### config.mk
export PLATFORM = sky130hd
export DESIGN_NAME = pipe_hazard_ctrl_flat
export DESIGN_NICKNAME = d
export VERILOG_FILES = /design/src/rtl/pipe_hazard_ctrl_pkg.sv /design/src/rtl/pipe_hazard_ctrl_if.sv /design/src/rtl/pipe_hazard_ctrl_sat_counter.sv /design/src/rtl/pipe_hazard_ctrl.sv /design/src/flat_wrapper.sv
export SDC_FILE = /design/constraint.sdc
export NUM_CORES = 1
export LEC_CHECK = 0
export BUFFER_PORTS_ARGS = -buffer_cell sky130_fd_sc_hd__buf_2
export CAP_MARGIN = 0
export CORE_MARGIN = 2
export CORE_UTILIZATION = 43
export DETAILED_ROUTE_END_ITERATION = 10
export HOLD_SLACK_MARGIN = 0.08
export PLACE_DENSITY_LB_ADDON = 0.12
export SLEW_MARGIN = 20
export SYNTH_ARGS = -nofsm -noshare
export SYNTH_HDL_FRONTEND = slang
export SYNTH_SLANG_ARGS = --single-unit
### constraint.sdc
create_clock -name clk -period 2.8 [get_ports clk]
set_input_delay 0 -clock clk [delete_from_list [all_inputs] [get_ports clk]]
set_output_delay 0 -clock clk [all_outputs]
set_load 0.1 [all_outputs]
### src/rtl/pipe_hazard_ctrl_pkg.sv
// Shared pipeline-control encodings: PC mux selects, sequencer states and the control bundle.
// The datapath PC mux imports the same PCSEL_* constants.
package pipe_ctrl_pkg;

  localparam logic [1:0] PCSEL_SEQ = 2'd0;
  localparam logic [1:0] PCSEL_BR  = 2'd1;
  localparam logic [1:0] PCSEL_JMP = 2'd2;
  localparam logic [1:0] PCSEL_EXC = 2'd3;

  typedef enum logic [1:0] {
    ST_RUN  = 2'd0,
    ST_HOLD = 2'd1,
    ST_MASK = 2'd2
  } state_e;

  typedef struct packed {
    logic       pc_write;
    logic [1:0] pc_sel;
    logic       ifid_write;
    logic       ifid_flush;
    logic       idex_bubble;
    logic       idex_hold;
    logic       exmem_hold;
    logic       epc_write;
    logic       stall_inc;
  } ctrl_t;

  // A load in EX whose destination is read by the instruction in ID; $0 never hazards.
  function automatic logic load_use_hazard(input logic       ex_mem_read,
                                           input logic [4:0] ex_rt,
                                           input logic [4:0] id_rs,
                                           input logic [4:0] id_rt,
                                           input logic       id_use_rs,
                                           input logic       id_use_rt);
    return ex_mem_read && (ex_rt != 5'd0) &&
           ((id_use_rs && (id_rs == ex_rt)) || (id_use_rt && (id_rt == ex_rt)));
  endfunction

endpackage

### src/rtl/pipe_hazard_ctrl_if.sv
// Hazard-controller bundle: pipeline status from ID/EX/MEM in, stage enables and redirects out.
// master = datapath side, slave = the controller.
interface pipe_hazard_ctrl_if #(
  parameter int CNT_W = 16
);
  logic [4:0]       id_rs;
  logic [4:0]       id_rt;
  logic             id_use_rs;
  logic             id_use_rt;
  logic             ex_mem_read;
  logic [4:0]       ex_rt;
  logic             id_jump;
  logic             ex_branch_taken;
  logic             id_illop;
  logic             id_xadr;
  logic             irq;
  logic             mem_busy;

  logic             pc_write;
  logic [1:0]       pc_sel;
  logic             ifid_write;
  logic             ifid_flush;
  logic             idex_bubble;
  logic             idex_hold;
  logic             exmem_hold;
  logic             epc_write;
  logic [CNT_W-1:0] stall_count;

  modport master (
    output id_rs, id_rt, id_use_rs, id_use_rt, ex_mem_read, ex_rt, id_jump,
           ex_branch_taken, id_illop, id_xadr, irq, mem_busy,
    input  pc_write, pc_sel, ifid_write, ifid_flush, idex_bubble, idex_hold,
           exmem_hold, epc_write, stall_count
  );

  modport slave (
    input  id_rs, id_rt, id_use_rs, id_use_rt, ex_mem_read, ex_rt, id_jump,
           ex_branch_taken, id_illop, id_xadr, irq, mem_busy,
    output pc_write, pc_sel, ifid_write, ifid_flush, idex_bubble, idex_hold,
           exmem_hold, epc_write, stall_count
  );
endinterface

### src/rtl/pipe_hazard_ctrl_sat_counter.sv
// Up-counter that sticks at all-ones instead of wrapping.
module sat_counter #(
  parameter int W = 16
) (
  input  logic         clk,
  input  logic         reset,
  input  logic         inc_i,
  output logic [W-1:0] count_o
);

  logic [W-1:0] count_q, count_d;

  always_comb begin
    count_d = count_q;
    if (inc_i && (count_q != '1)) count_d = count_q + 1'b1;
  end

  always_ff @(posedge clk or posedge reset) begin
    if (reset) count_q <= '0;
    else       count_q <= count_d;
  end

  assign count_o = count_q;

endmodule

### src/rtl/pipe_hazard_ctrl.sv
// Hazard/exception sequencer: load-use stall, branch/jump flush, exception redirect with
// a post-exception mask window, memory-wait freeze and a saturating stall counter.
module pipe_hazard_ctrl
  import pipe_ctrl_pkg::*;
#(
  parameter int EXC_MASK = 2,
  parameter int CNT_W    = 16
) (
  input logic               clk,
  input logic               reset,
  pipe_hazard_ctrl_if.slave hz
);

  localparam int           MW        = $clog2(EXC_MASK + 1);
  localparam logic [MW-1:0] MASK_LOAD = MW'(EXC_MASK);

  state_e        state_q, state_d, ret_q, ret_d, eff_state;
  logic [MW-1:0] mask_cnt_q, mask_cnt_d;
  logic          irq_pending_q, irq_pending_d, irq_prev_q;
  logic          load_use, exc_req, irq_rise;
  ctrl_t         ctrl;

  // Releasing HOLD behaves exactly like the state it interrupted.
  assign eff_state = (state_q == ST_HOLD) ? ret_q : state_q;
  assign load_use  = load_use_hazard(hz.ex_mem_read, hz.ex_rt, hz.id_rs, hz.id_rt,
                                     hz.id_use_rs, hz.id_use_rt);
  assign exc_req   = (eff_state == ST_RUN) && (hz.id_illop || hz.id_xadr || irq_pending_q);
  assign irq_rise  = hz.irq && !irq_prev_q;

  always_ff @(posedge clk or posedge reset) begin
    if (reset) begin
      state_q       <= ST_RUN;
      ret_q         <= ST_RUN;
      mask_cnt_q    <= '0;
      irq_pending_q <= 1'b0;
      irq_prev_q    <= 1'b0;
    end else begin
      state_q       <= state_d;
      ret_q         <= ret_d;
      mask_cnt_q    <= mask_cnt_d;
      irq_pending_q <= irq_pending_d;
      irq_prev_q    <= hz.irq;
    end
  end

  always_comb begin
    state_d       = eff_state;
    ret_d         = ret_q;
    mask_cnt_d    = mask_cnt_q;
    irq_pending_d = irq_pending_q;
    if (hz.mem_busy) begin
      state_d = ST_HOLD;
      ret_d   = eff_state;
    end else if (!hz.ex_branch_taken && exc_req) begin
      state_d       = ST_MASK;
      mask_cnt_d    = MASK_LOAD;
      irq_pending_d = 1'b0;
    end else if (eff_state == ST_MASK) begin
      mask_cnt_d = mask_cnt_q - 1'b1;
      if (mask_cnt_q == MW'(1)) state_d = ST_RUN;
    end
    // A fresh edge outranks the clear of the interrupt being taken this cycle.
    if (irq_rise) irq_pending_d = 1'b1;
  end

  always_comb begin
    ctrl            = '0;
    ctrl.pc_write   = 1'b1;
    ctrl.ifid_write = 1'b1;
    ctrl.pc_sel     = PCSEL_SEQ;
    if (reset) begin
      ctrl.pc_write    = 1'b0;
      ctrl.ifid_write  = 1'b0;
      ctrl.ifid_flush  = 1'b1;
      ctrl.idex_bubble = 1'b1;
    end else if (hz.mem_busy) begin
      ctrl.pc_write   = 1'b0;
      ctrl.ifid_write = 1'b0;
      ctrl.idex_hold  = 1'b1;
      ctrl.exmem_hold = 1'b1;
      ctrl.stall_inc  = 1'b1;
    end else if (hz.ex_branch_taken) begin
      ctrl.pc_sel      = PCSEL_BR;
      ctrl.ifid_flush  = 1'b1;
      ctrl.idex_bubble = 1'b1;
    end else if (exc_req) begin
      ctrl.pc_sel      = PCSEL_EXC;
      ctrl.epc_write   = 1'b1;
      ctrl.ifid_flush  = 1'b1;
      ctrl.idex_bubble = 1'b1;
    end else if (hz.id_jump) begin
      ctrl.pc_sel     = PCSEL_JMP;
      ctrl.ifid_flush = 1'b1;
    end else if (load_use) begin
      ctrl.pc_write    = 1'b0;
      ctrl.ifid_write  = 1'b0;
      ctrl.idex_bubble = 1'b1;
      ctrl.stall_inc   = 1'b1;
    end
  end

  assign hz.pc_write    = ctrl.pc_write;
  assign hz.pc_sel      = ctrl.pc_sel;
  assign hz.ifid_write  = ctrl.ifid_write;
  assign hz.ifid_flush  = ctrl.ifid_flush;
  assign hz.idex_bubble = ctrl.idex_bubble;
  assign hz.idex_hold   = ctrl.idex_hold;
  assign hz.exmem_hold  = ctrl.exmem_hold;
  assign hz.epc_write   = ctrl.epc_write;

  sat_counter #(.W(CNT_W)) u_stall_cnt (
    .clk     (clk),
    .reset   (reset),
    .inc_i   (ctrl.stall_inc),
    .count_o (hz.stall_count)
  );

endmodule
### src/flat_wrapper.sv
// flat-port wrapper written by rule: the top's interface ports become plain ports
module pipe_hazard_ctrl_flat import pipe_ctrl_pkg::*;
#(
  parameter int EXC_MASK = 2,
  parameter int CNT_W    = 16
)
  (clk, reset, hz_id_rs, hz_id_rt, hz_id_use_rs, hz_id_use_rt, hz_ex_mem_read, hz_ex_rt, hz_id_jump, hz_ex_branch_taken, hz_id_illop, hz_id_xadr, hz_irq, hz_mem_busy, hz_pc_write, hz_pc_sel, hz_ifid_write, hz_ifid_flush, hz_idex_bubble, hz_idex_hold, hz_exmem_hold, hz_epc_write, hz_stall_count);
  pipe_hazard_ctrl_if #(.CNT_W(CNT_W)) hz_i ();
  input logic clk;
  input logic reset;
  input wire logic [$bits(hz_i.id_rs)-1:0] hz_id_rs;
  input wire logic [$bits(hz_i.id_rt)-1:0] hz_id_rt;
  input wire logic [$bits(hz_i.id_use_rs)-1:0] hz_id_use_rs;
  input wire logic [$bits(hz_i.id_use_rt)-1:0] hz_id_use_rt;
  input wire logic [$bits(hz_i.ex_mem_read)-1:0] hz_ex_mem_read;
  input wire logic [$bits(hz_i.ex_rt)-1:0] hz_ex_rt;
  input wire logic [$bits(hz_i.id_jump)-1:0] hz_id_jump;
  input wire logic [$bits(hz_i.ex_branch_taken)-1:0] hz_ex_branch_taken;
  input wire logic [$bits(hz_i.id_illop)-1:0] hz_id_illop;
  input wire logic [$bits(hz_i.id_xadr)-1:0] hz_id_xadr;
  input wire logic [$bits(hz_i.irq)-1:0] hz_irq;
  input wire logic [$bits(hz_i.mem_busy)-1:0] hz_mem_busy;
  output wire logic [$bits(hz_i.pc_write)-1:0] hz_pc_write;
  output wire logic [$bits(hz_i.pc_sel)-1:0] hz_pc_sel;
  output wire logic [$bits(hz_i.ifid_write)-1:0] hz_ifid_write;
  output wire logic [$bits(hz_i.ifid_flush)-1:0] hz_ifid_flush;
  output wire logic [$bits(hz_i.idex_bubble)-1:0] hz_idex_bubble;
  output wire logic [$bits(hz_i.idex_hold)-1:0] hz_idex_hold;
  output wire logic [$bits(hz_i.exmem_hold)-1:0] hz_exmem_hold;
  output wire logic [$bits(hz_i.epc_write)-1:0] hz_epc_write;
  output wire logic [$bits(hz_i.stall_count)-1:0] hz_stall_count;
  assign hz_i.id_rs = hz_id_rs;
  assign hz_i.id_rt = hz_id_rt;
  assign hz_i.id_use_rs = hz_id_use_rs;
  assign hz_i.id_use_rt = hz_id_use_rt;
  assign hz_i.ex_mem_read = hz_ex_mem_read;
  assign hz_i.ex_rt = hz_ex_rt;
  assign hz_i.id_jump = hz_id_jump;
  assign hz_i.ex_branch_taken = hz_ex_branch_taken;
  assign hz_i.id_illop = hz_id_illop;
  assign hz_i.id_xadr = hz_id_xadr;
  assign hz_i.irq = hz_irq;
  assign hz_i.mem_busy = hz_mem_busy;
  assign hz_pc_write = hz_i.pc_write;
  assign hz_pc_sel = hz_i.pc_sel;
  assign hz_ifid_write = hz_i.ifid_write;
  assign hz_ifid_flush = hz_i.ifid_flush;
  assign hz_idex_bubble = hz_i.idex_bubble;
  assign hz_idex_hold = hz_i.idex_hold;
  assign hz_exmem_hold = hz_i.exmem_hold;
  assign hz_epc_write = hz_i.epc_write;
  assign hz_stall_count = hz_i.stall_count;
  pipe_hazard_ctrl #(.EXC_MASK(EXC_MASK), .CNT_W(CNT_W)) u_core (.clk(clk), .reset(reset), .hz(hz_i));
endmodule
==> summary.md <==
| Metric | Value |
|---|---|
| Crit start category | flop |
| Register area | 601 um^2 |
| Die H | 60.9 um |
| Slowest stage delay, CP | 0.46 ns |
| MaxCap Viol Count | 0 |
| Fin. Hold Viols | 0 |
| Period Utilization, post-route | 0.802 |
| FP Rows | 20 |
| Met2 wire length | 1330 um |
| Setup TNS Final | 0 ns |
| Routed WL | 2920 um |
| First drt pass iteration count | 4 |
| Core Util, Final | 0.568 |
| Cell taking the most area after synthesis | dfrtp_1 |
| # clock sinks | 24 |
| Post-Route M1 WL | 1390 um |
| Die width | 60.9 um |
| Tmin final | 2.25 ns |
| Ys async rst share | 1.00 |
| Synth warn | 0 |
| DP HPWL | 2260 um |
| Vias | 1154 |
| I/O Buffers | 50 |
| Crit. End Element | flop |
| Worst hold path type | primary input to flop |
| H-tree levels | 1 |
| DRT antenna net count | 0 |
| Post-synthesis average cell area | 10.0 um^2 |
| Worst ir drop on vdd | 0.873 mV |
| Synth cell types | 40 |
| First-pass GRT wire length | 4730 um |
| Mapped cell area | 0.00139 mm^2 |
| Max Freq | 445 MHz |
| Worst Skew | 0.00899 ns |
| Final Power | 1.63 mW |
| Top-count cell post-synth | dfrtp_1 |
| RSZ-0062 raised after global routing | no |
| Seq cells post-synth | 24 |
| Clock transition at path regs | 0.13 ns |
| I/O pin cnt | 51 |
| N_diodes | 0 |
| Vias per cell | 4.91 |
| Cell Chain, Critical Path | o21ai_0, a31oi_4, nor4b_4, a21oi_2, a21oi_1, mux2_2 |
| Syn Nets | 167 |
| DRC viols | 0 |
| Final count of pins violating max slew | 0 |
| Dpl ws | 0.556 ns |
| Initial antenna violation count | 0 |
| Area after DPL | 0.00169 mm^2 |
| Top-area cell type share of the netlist area | 0.432 |
| Met3 wire len | 175 um |
| Critical path required time | 3.01 ns |
| Number of global-route vias before repair | 1038 |
| Cells after Synth | 139 |
| Worst setup margin | 0.554 ns |
| Multi-input gate area | 764 um^2 |
| Layout cells sized above 1 | 0.346 |
| Top layer in use | met4 |
| GRT overflow | 0 |
| Wire per inst | 12.4 um |
| Clk buf depth | 2 |
| Post-CTS Resized | 0 |
| Initial Util | 0.452 |
| RD Place Congestion | 0.769 |
| # fillers | 297 |
| Synth Flop Type | dfrtp_1 |
| CP Max Fanout | 13 |
| EDFF count, synth | 0 |
| Most frequent cells after synthesis | dfrtp_1 (24), nand2_1 (15), xor2_1 (15), xnor2_1 (10), nor3_1 (8) |
| Largest net degree at the start of global routing | 25 |
| Worst-Margin Slew | 0.556 ns |
| LEAKAGE | 0.852 nW |
| CTS Buf Count | 3 |
| Area Growth Syn to Fin | 25.7% |
| Outcome | completed |
| CP arrival | 2.46 ns |
| Layout net count | 220 |
| Max-slew headroom | 0.627 |
| Clk root buf | clkbuf_4 |
| CTS tree | yes |
| Global Route Usage Sum | 0.172 |
| Final setup violation count | 0 |
| CP Class | flop to flop |
| Clk Latency, worst-skew pair | 0.31 ns |
| Crit-path slowest cell | a21oi_2 |
| Core Area | 0.00308 mm^2 |
| Post-route cell area | 0.00175 mm^2 |
| Iteration-0 DRC Markers | 26 |
| Synth area leaders | dfrtp_1 (43%), xor2_1 (9.4%), xnor2_1 (6.3%), nand2_1 (4.0%), nor3_1 (2.9%) |
| Die area | 0.00371 mm^2 |
| Power per cell area | 934 mW/mm^2 |
| Sequential cell area fraction in the yosys report | 0.432 |
[cell families after synthesis]
| logic type | count (synthesis) | synth area share |
|---|---|---|
| flops | 24 | 0.432 |
| xor+xnor | 25 | 0.157 |
| fa+ha+maj | 2 | 0.0180 |
| compound gates | 19 | 0.0989 |
| simple gates | 58 | 0.243 |
| buf+inv | 9 | 0.0351 |
| mux | 2 | 0.0162 |
[metrics by stage]
step | instances | hold slack, ns
after floorplan | 139 | 0.0287
final | 235 | 0.114
after global routing | 235 | 0.124
after CTS | 235 | 0.101
after detailed placement | 229 | 0.128
after global placement | 229 | 0.122
[power breakdown]
group	leakage [nW]	internal (mW)	switching [mW]
combinational	0.536	0.212	0.697
sequential	0.295	0.447	0.0982
clock	0.0210	0.0793	0.101
total	0.852	0.739	0.895
[state kept, by name, indices dropped and copies added, names as in the netlist]
signal	flops
u_core.u_stall_cnt.count_o	16
u_core.mask_cnt_q	2
u_core.ret_q	2
u_core.state_q	2
u_core.irq_pending_q	1
u_core.irq_prev_q	1
[per-layer routing]
metal | GRT usage | vias to the layer above
li1 | - | 591
met5 | 0 | -
met4 | 0.0466 | 0
met1 | 0.242 | 524
met2 | 0.275 | 37
met3 | 0.0320 | 2
[cells in the final DEF (no fill, tap or decap), types with 2 or more instances in the layout]
| cell type | n |
|---|---|
| nor4_2 | 2 |
| nor3_1 | 7 |
| and3_1 | 3 |
| o21ai_1 | 3 |
| nor4_1 | 4 |
| xor2_1 | 15 |
| o21ai_0 | 2 |
| xnor2_1 | 10 |
| or4_1 | 2 |
| nand3_1 | 2 |
| inv_1 | 4 |
| nor2b_1 | 2 |
| mux2_2 | 2 |
| buf_2 | 50 |
| nand4_1 | 5 |
| ha_1 | 2 |
| nor2_1 | 6 |
| clkbuf_4 | 3 |
| dlygate4sd3_1 | 2 |
| nand2_1 | 15 |
| a21oi_1 | 3 |
| dfrtp_1 | 24 |
| nand2b_1 | 2 |
[timing repair]
action                                 4_1_cts  5_1_grt
endpoints found under the hold margin       26        0
buffers inserted                             0        0
hold buffers                                 2        0
[layout make-up]
| class | instances | share of cell area |
|---|---|---|
| Tap cell | 44 | 0.0315 |
| Inverter | 4 | 0.00858 |
| Clock buffer | 4 | 0.0207 |
| Timing Repair Buffer | 53 | 0.159 |
| Multi-Input combinational cell | 106 | 0.437 |
| Sequential cell | 24 | 0.343 |
[final timing paths]
kind	from	endpoint	slack (ns)	cells past startpoint
setup / recovery	u_core.state_q[1]	u_core.u_stall_cnt.count_o[1]	0.55	6
hold / removal	hz_mem_busy	u_core.ret_q[1]	0.11	3
setup reg to reg	u_core.state_q[1]	u_core.u_stall_cnt.count_o[1]	0.55	6
hold reg to reg	u_core.irq_prev_q	u_core.irq_pending_q	0.43	1
max in group asynchronous	reset	u_core.u_stall_cnt.count_o[11]	2.15	4
min in group asynchronous	reset	u_core.u_stall_cnt.count_o[1]	0.41	4
[worst max-delay path: cells and delay by family (launching register included)]
kind,cells,cell delay (ns)
compound gates,4,1.25
flops,1,0.43
mux,1,0.31
simple gates,1,0.17
Note: power is estimated with default switching activity, not from simulation.
